`src/rtl/spi_send_arbiter_pkg.sv`:
```
// Shared types and constants for the SPI send-path stream arbiter.
package spi_send_arbiter_pkg;

    localparam int unsigned MAX_SRC  = 4;
    localparam int unsigned IDX_W    = $clog2(MAX_SRC);
    localparam logic [7:0]  HDR_BASE = 8'hA0;

    typedef enum logic [1:0] {
        ST_IDLE = 2'd0,
        ST_HDR  = 2'd1,
        ST_DATA = 2'd2
    } state_e;

endpackage

```
`src/rtl/spi_send_arbiter_if.sv`:
```
// Bundle of source/sink stream signals and status outputs of the arbiter.
interface spi_send_arbiter_if #(
    parameter int unsigned N_SRC = 4
);
    logic [N_SRC*8-1:0] s_axis_rdata;
    logic [N_SRC-1:0]   s_axis_rvalid;
    logic [N_SRC-1:0]   s_axis_rready;
    logic [N_SRC-1:0]   s_axis_rlast;
    logic [N_SRC-1:0]   src_enable;
    logic [7:0]         m_axis_rdata;
    logic               m_axis_rvalid;
    logic               m_axis_rready;
    logic               m_axis_rlast;
    logic               busy;
    logic [1:0]         grant_id;
    logic [15:0]        pkt_cnt;

    // slave: the arbiter's view
    modport slave (
        input  s_axis_rdata, s_axis_rvalid, s_axis_rlast, src_enable, m_axis_rready,
        output s_axis_rready, m_axis_rdata, m_axis_rvalid, m_axis_rlast,
               busy, grant_id, pkt_cnt
    );

    // master: the environment driving sources and sinking the merged stream
    modport master (
        output s_axis_rdata, s_axis_rvalid, s_axis_rlast, src_enable, m_axis_rready,
        input  s_axis_rready, m_axis_rdata, m_axis_rvalid, m_axis_rlast,
               busy, grant_id, pkt_cnt
    );
endinterface

```
`src/rtl/spi_send_arbiter_rr_arbiter.sv`:
```
// Combinational round-robin pick: first requester at or after ptr, modulo N.
module rr_arbiter
    import spi_send_arbiter_pkg::*;
#(
    parameter int unsigned N = 4
) (
    input  logic [N-1:0]     req,
    input  logic [IDX_W-1:0] ptr,
    output logic [IDX_W-1:0] gnt_idx,
    output logic             gnt_vld
);
    int unsigned idx;

    always_comb begin
        gnt_idx = '0;
        gnt_vld = 1'b0;
        idx     = 0;
        for (int unsigned k = 0; k < N; k++) begin
            idx = (32'(ptr) + k) % N;
            if (!gnt_vld && req[idx]) begin
                gnt_vld = 1'b1;
                gnt_idx = IDX_W'(idx);
            end
        end
    end
endmodule

```
`src/rtl/spi_send_arbiter.sv`:
```
// Packet-level round-robin merge of N_SRC byte streams, with optional source-ID header.
module spi_send_arbiter
    import spi_send_arbiter_pkg::*;
#(
    parameter int unsigned N_SRC  = 4,
    parameter bit          HDR_EN = 1'b1
) (
    input logic               axis_aclk,
    input logic               axis_areset,
    spi_send_arbiter_if.slave bus
);
    state_e           state_q, state_d;
    logic [IDX_W-1:0] grant_q, grant_d;
    logic [IDX_W-1:0] rr_ptr_q, rr_ptr_d;
    logic [15:0]      pkt_cnt_q, pkt_cnt_d;
    logic [N_SRC-1:0] req;
    logic [N_SRC-1:0] rready;
    logic [IDX_W-1:0] arb_idx;
    logic             arb_vld;
    logic [7:0]       sel_data, m_data;
    logic             sel_valid, sel_last;
    logic             m_valid, m_last, busy;

    assign req = bus.s_axis_rvalid & bus.src_enable;

    rr_arbiter #(.N(N_SRC)) u_rr (
        .req     (req),
        .ptr     (rr_ptr_q),
        .gnt_idx (arb_idx),
        .gnt_vld (arb_vld)
    );

    always_comb begin
        sel_data  = '0;
        sel_valid = 1'b0;
        sel_last  = 1'b0;
        for (int unsigned i = 0; i < N_SRC; i++) begin
            if (grant_q == IDX_W'(i)) begin
                sel_data  = bus.s_axis_rdata[i*8 +: 8];
                sel_valid = bus.s_axis_rvalid[i];
                sel_last  = bus.s_axis_rlast[i];
            end
        end
    end

    always_comb begin
        state_d   = state_q;
        grant_d   = grant_q;
        rr_ptr_d  = rr_ptr_q;
        pkt_cnt_d = pkt_cnt_q;
        rready    = '0;
        m_data    = '0;
        m_valid   = 1'b0;
        m_last    = 1'b0;
        busy      = 1'b0;
        case (state_q)
            ST_IDLE: begin
                if (arb_vld) begin
                    grant_d = arb_idx;
                    state_d = HDR_EN ? ST_HDR : ST_DATA;
                end
            end
            ST_HDR: begin
                busy    = 1'b1;
                m_data  = HDR_BASE | {{(8-IDX_W){1'b0}}, grant_q};
                m_valid = 1'b1;
                if (bus.m_axis_rready) state_d = ST_DATA;
            end
            ST_DATA: begin
                busy    = 1'b1;
                m_data  = sel_data;
                m_valid = sel_valid;
                m_last  = sel_last;
                for (int unsigned i = 0; i < N_SRC; i++) begin
                    if (grant_q == IDX_W'(i)) rready[i] = bus.m_axis_rready;
                end
                // src_enable is not consulted here: a granted packet always runs to its last beat
                if (sel_valid && bus.m_axis_rready && sel_last) begin
                    state_d   = ST_IDLE;
                    rr_ptr_d  = (grant_q == IDX_W'(N_SRC - 1)) ? '0 : grant_q + 1'b1;
                    pkt_cnt_d = pkt_cnt_q + 16'd1;
                end
            end
            default: state_d = ST_IDLE;
        endcase
    end

    always_ff @(posedge axis_aclk or posedge axis_areset) begin
        if (axis_areset) begin
            state_q   <= ST_IDLE;
            grant_q   <= '0;
            rr_ptr_q  <= '0;
            pkt_cnt_q <= '0;
        end else begin
            state_q   <= state_d;
            grant_q   <= grant_d;
            rr_ptr_q  <= rr_ptr_d;
            pkt_cnt_q <= pkt_cnt_d;
        end
    end

    assign bus.s_axis_rready = rready;
    assign bus.m_axis_rdata  = m_data;
    assign bus.m_axis_rvalid = m_valid;
    assign bus.m_axis_rlast  = m_last;
    assign bus.busy          = busy;
    assign bus.grant_id      = grant_q;
    assign bus.pkt_cnt       = pkt_cnt_q;
endmodule

```
`src/flat_wrapper.sv`:
```
// flat-port wrapper written by rule: the top's interface ports become plain ports
module spi_send_arbiter_flat import spi_send_arbiter_pkg::*;
#(
    parameter int unsigned N_SRC  = 4,
    parameter bit          HDR_EN = 1'b1
)
  (axis_aclk, axis_areset, bus_s_axis_rdata, bus_s_axis_rvalid, bus_s_axis_rlast, bus_src_enable, bus_m_axis_rready, bus_s_axis_rready, bus_m_axis_rdata, bus_m_axis_rvalid, bus_m_axis_rlast, bus_busy, bus_grant_id, bus_pkt_cnt);
  spi_send_arbiter_if #(.N_SRC(N_SRC)) bus_i ();
  input logic axis_aclk;
  input logic axis_areset;
  input wire logic [$bits(bus_i.s_axis_rdata)-1:0] bus_s_axis_rdata;
  input wire logic [$bits(bus_i.s_axis_rvalid)-1:0] bus_s_axis_rvalid;
  input wire logic [$bits(bus_i.s_axis_rlast)-1:0] bus_s_axis_rlast;
  input wire logic [$bits(bus_i.src_enable)-1:0] bus_src_enable;
  input wire logic [$bits(bus_i.m_axis_rready)-1:0] bus_m_axis_rready;
  output wire logic [$bits(bus_i.s_axis_rready)-1:0] bus_s_axis_rready;
  output wire logic [$bits(bus_i.m_axis_rdata)-1:0] bus_m_axis_rdata;
  output wire logic [$bits(bus_i.m_axis_rvalid)-1:0] bus_m_axis_rvalid;
  output wire logic [$bits(bus_i.m_axis_rlast)-1:0] bus_m_axis_rlast;
  output wire logic [$bits(bus_i.busy)-1:0] bus_busy;
  output wire logic [$bits(bus_i.grant_id)-1:0] bus_grant_id;
  output wire logic [$bits(bus_i.pkt_cnt)-1:0] bus_pkt_cnt;
  assign bus_i.s_axis_rdata = bus_s_axis_rdata;
  assign bus_i.s_axis_rvalid = bus_s_axis_rvalid;
  assign bus_i.s_axis_rlast = bus_s_axis_rlast;
  assign bus_i.src_enable = bus_src_enable;
  assign bus_i.m_axis_rready = bus_m_axis_rready;
  assign bus_s_axis_rready = bus_i.s_axis_rready;
  assign bus_m_axis_rdata = bus_i.m_axis_rdata;
  assign bus_m_axis_rvalid = bus_i.m_axis_rvalid;
  assign bus_m_axis_rlast = bus_i.m_axis_rlast;
  assign bus_busy = bus_i.busy;
  assign bus_grant_id = bus_i.grant_id;
  assign bus_pkt_cnt = bus_i.pkt_cnt;
  spi_send_arbiter #(.N_SRC(N_SRC), .HDR_EN(HDR_EN)) u_core (.axis_aclk(axis_aclk), .axis_areset(axis_areset), .bus(bus_i));
endmodule
```
`config.mk`:
```
export PLATFORM = sky130hd
export DESIGN_NAME = spi_send_arbiter_flat
export DESIGN_NICKNAME = d
export VERILOG_FILES = /design/src/rtl/spi_send_arbiter_pkg.sv /design/src/rtl/spi_send_arbiter_if.sv /design/src/rtl/spi_send_arbiter_rr_arbiter.sv /design/src/rtl/spi_send_arbiter.sv /design/src/flat_wrapper.sv
export SDC_FILE = /design/constraint.sdc
export NUM_CORES = 1
export LEC_CHECK = 0
export ABC_AREA = 1
export CAP_MARGIN = 20
export CELL_PAD_IN_SITES_DETAIL_PLACEMENT = 1
export CELL_PAD_IN_SITES_GLOBAL_PLACEMENT = 2
export CORE_ASPECT_RATIO = 1.5
export CORE_MARGIN = 2
export CORE_UTILIZATION = 20
export DETAILED_ROUTE_END_ITERATION = 7
export PLACE_DENSITY_LB_ADDON = 0.1
export SLEW_MARGIN = 20
export SYNTH_ARGS = -nofsm -noshare
export SYNTH_HDL_FRONTEND = slang
export SYNTH_SLANG_ARGS = --single-unit
export TNS_END_PERCENT = 30
```
`constraint.sdc`:
```
create_clock -name axis_aclk -period 1.85 [get_ports axis_aclk]
set_input_delay 0.37 -clock axis_aclk [delete_from_list [all_inputs] [get_ports axis_aclk]]
set_output_delay 0.37 -clock axis_aclk [all_outputs]
set_load 0.005 [all_outputs]
```
==> flow_summary_export.csv <==
group,metric,value,unit
sta,setup_violations,30,
detailed_routing,vias_per_cell,4.52,
grt,grt_overflow,0,
power_and_ir_drop,p_leak,1.69,nW
floorplanning,dieArea,10700,um2
floorplanning,die_height,126,um
worst_setup_path,cp-start-kind,"register",
floorplanning,rows,44,
sta,clock_skew,3.16,ps
sta,tns,-4450,ps
yosys,yosys_warnings,0,
detailed_routing,drc_errors,0,
grt,grt_pass1_vias,2619,
power_and_ir_drop,finalPower,4.37,mW
cells_and_area,drive_gt1_share,34.3,%
yosys,synth_cell_type_count,28,
worst_setup_path,timing.critical_path.fanout_max,4,
cells_and_area,fillers,1197,
yosys,async_flop_share,100,%
clock_network,cts_sinks,22,
cells_and_area,antenna_cells,0,
cells_and_area,synthToLayoutAreaGrowth,86.1,%
detailed_routing,dr_total_vias,2453,
detailed_routing,ant_nets,0,
cells_and_area,design_area,3690,um2
grt,antenna_found_initial,0,
placed_design,port_buffers,79,
detailed_routing,dr.pass1.iters,4,
sta,worstMarginPinSlew,352,ps
yosys,synth_edf_count,0,
yosys,netlist_area,1980,um2
cells_and_area,nets,486,
floorplanning,die_x,85.3,um
yosys,syn_area_per_cell,6.93,um2
cells_and_area,fin_cells,543,
yosys,synth_seq_cells,22,
clock_network,cts_tree,"built",
sta,layout_setup_ws,-325,ps
clock_network,clk_root_buffer_cell,"clkbuf_16",
yosys,seq_area_frac_synth,27.8,%
yosys,synth_cells,286,
worst_setup_path,worst_ep_required_time,1480,ps
run_status,status,"finished with violations",
power_and_ir_drop,vdd_ir_drop_max,434,uV
grt,grt_max_degree,23,
cells_and_area,utilization,38.1,%
sta,post-route-min-period,2180,ps
run_status,violations,"negative setup slack",
run,maxCapViolCount,0,
min_path,hold_path.class,"input pin to asynchronous set/reset pin",
floorplanning,start_util,20.5,%
placed_design,gp_congestion,0.751,
sta,fmax,460,MHz
detailed_routing,drt_iter0_markers,32,
grt,track_usage,15.0,%
worst_setup_path,endpoint_kind,"primary output",
clock_network,cts_htree_levels,1,
floorplanning,io_pins,80,
worst_setup_path,path_class,"register to primary output",
clock_network,cts_buffers,3,
clock_network,clk_path_buf_depth,2,
sta,relSlewSlack,76.3,%
clock_network,insertion_delay,260,ps
yosys,ys.flop_type,"dfrtp_1",
detailed_routing,wl_per_cell,15.1,um
sta,rsz0062_at_grt,"true",
grt,grt_first_pass_wirelength,12.9,mm
clock_network,clkTransAtPathRegs,60,ps
clock_network,postCtsHoldBufs,0,
detailed_routing,totalWireLength,8.21,mm
sta,slew_violations,0,
floorplanning,core,9690,um2
placed_design,dp_hpwl,6.46,mm
placed_design,placed_area,3230,um2
placed_design,dp.cells,521,
worst_setup_path,worstPathArrival,1810,ps
sta,timing.final.hold_violations,0,
power_and_ir_drop,power.density,1180,nW/um2
sta,fin_crit_sh,118,%
yosys,syn_nets,342,
final timing paths:
| path | to | slack (ps) | from | cells past startpoint |
|---|---|---|---|---|
| min in group axis_aclk | u_core.bus.pkt_cnt[6] | 530 | u_core.bus.pkt_cnt[6] | 1 |
| max in group asynchronous | u_core.rr_ptr_q[0] | 1140 | axis_areset | 3 |
| setup / recovery | bus_m_axis_rdata[5] | -330 | u_core.bus.grant_id[0] | 10 |
| hold reg to reg | u_core.bus.pkt_cnt[6] | 530 | u_core.bus.pkt_cnt[6] | 1 |
| setup reg to reg | u_core.bus.pkt_cnt[9] | -160 | u_core.bus.grant_id[1] | 12 |
| hold / removal | u_core.rr_ptr_q[1] | 450 | axis_areset | 3 |
sequential cells by signal, summed over array words and instances (netlist names):
signal / count
u_core.bus.grant_id: 2
u_core.bus.pkt_cnt: 16
u_core.rr_ptr_q: 2
u_core.state_q: 2
metal layers:
layer  track usage [%]  vias up  wire length [um]  share of wire (%)
li1                  -     1229                 -                  -
met1              16.4     1157              3180                 39
met2              29.3       60              4580                 56
met3              1.83        7               329                4.0
met4              4.67        0               121                1.5
met5                 0        -                 0                  0
synthesized netlist by cell type (2+ instances only):
library cell / instances / area share, %
nand4_1: 5 / 1.6
dfrtp_1: 22 / 28
nor3_1: 10 / 2.5
nand3_2: 6 / 3.0
nand2_2: 5 / 1.6
xor2_1: 4 / 1.8
clkbuf_1: 2 / 0.38
o211ai_1: 2 / 0.76
nor2_1: 16 / 3.0
buf_4: 2 / 0.76
ha_1: 9 / 5.7
inv_1: 25 / 4.7
nor2_4: 2 / 1.1
a21oi_1: 11 / 2.8
nand3_1: 28 / 7.1
inv_2: 3 / 0.57
xnor2_1: 9 / 4.0
a22oi_1: 8 / 3.0
nand2_1: 80 / 15
buf_6: 6 / 3.4
o21ai_0: 24 / 6.1
worst max-delay path, cell delays in order (launching register included):
cell     delay (ps)
dfrtp_1         410
buf_6           130
ha_4            170
nor2_4          170
buf_6           130
buf_6            80
a22oi_2          50
o21ai_1         120
inv_1            50
o21ai_1         110
buf_2           130
per-stage QoR:
step | hold slack [ps] | setup slack, ps
2_1_floorplan | 359 | 66.9
3_3_place_gp | 516 | -501
3_5_place_dp | 513 | -540
4_1_cts | 471 | -341
5_1_grt | 485 | -466
6_report | 453 | -325
repair_timing:
item                       4_1_cts  5_1_grt
setup endpoints to repair       35       36
setup buffers                   11        8
gates resized for setup         98       42
pin swaps                       12       19
cloned                           0        1
layout make-up:
type	instances	area, um2	share of cell area (%)
Sequential cell	22	552	15.0
Inverter	29	124	3.36
Tap cell	115	144	3.90
Timing Repair Buffer	148	1340	36.2
Clock buffer	3	75.1	2.04
Multi-Input combinational cell	226	1460	39.6
cell families after synthesis:
| group | Yosys count | synth area share, % |
|---|---|---|
| adder cells (fa/ha/maj) | 9 | 5.68 |
| buffers and inverters | 39 | 10.3 |
| XOR/XNOR | 13 | 5.74 |
| AO/OA/AOI/OAI | 48 | 14.1 |
| flip-flops | 22 | 27.8 |
| AND/OR/NAND/NOR | 155 | 36.4 |
cell usage in the layout (no fill, tap or decap), types with 5 or more instances in the layout:
| master | instances |
|---|---|
| nand2_1 | 75 |
| clkdlybuf4s50_1 | 62 |
| buf_4 | 53 |
| nand3_1 | 24 |
| dfrtp_1 | 21 |
| inv_1 | 19 |
| o21ai_1 | 14 |
| buf_6 | 13 |
| buf_2 | 12 |
| nor2_1 | 11 |
| nand3_2 | 9 |
| nand2_2 | 9 |
| xnor2_1 | 8 |
| o21ai_0 | 8 |
| a21oi_1 | 8 |
| inv_2 | 7 |
| nor3_1 | 7 |
| nand4_1 | 5 |
| ha_4 | 5 |
power breakdown:
| part | leakage, nW | switching [mW] | internal (mW) |
|---|---|---|---|
| sequential | 0.278 | 0.102 | 0.564 |
| clock | 0.0370 | 0.184 | 0.287 |
| combinational | 1.37 | 1.58 | 1.65 |
| total | 1.69 | 1.87 | 2.50 |
(Power assumes the default switching activity.)
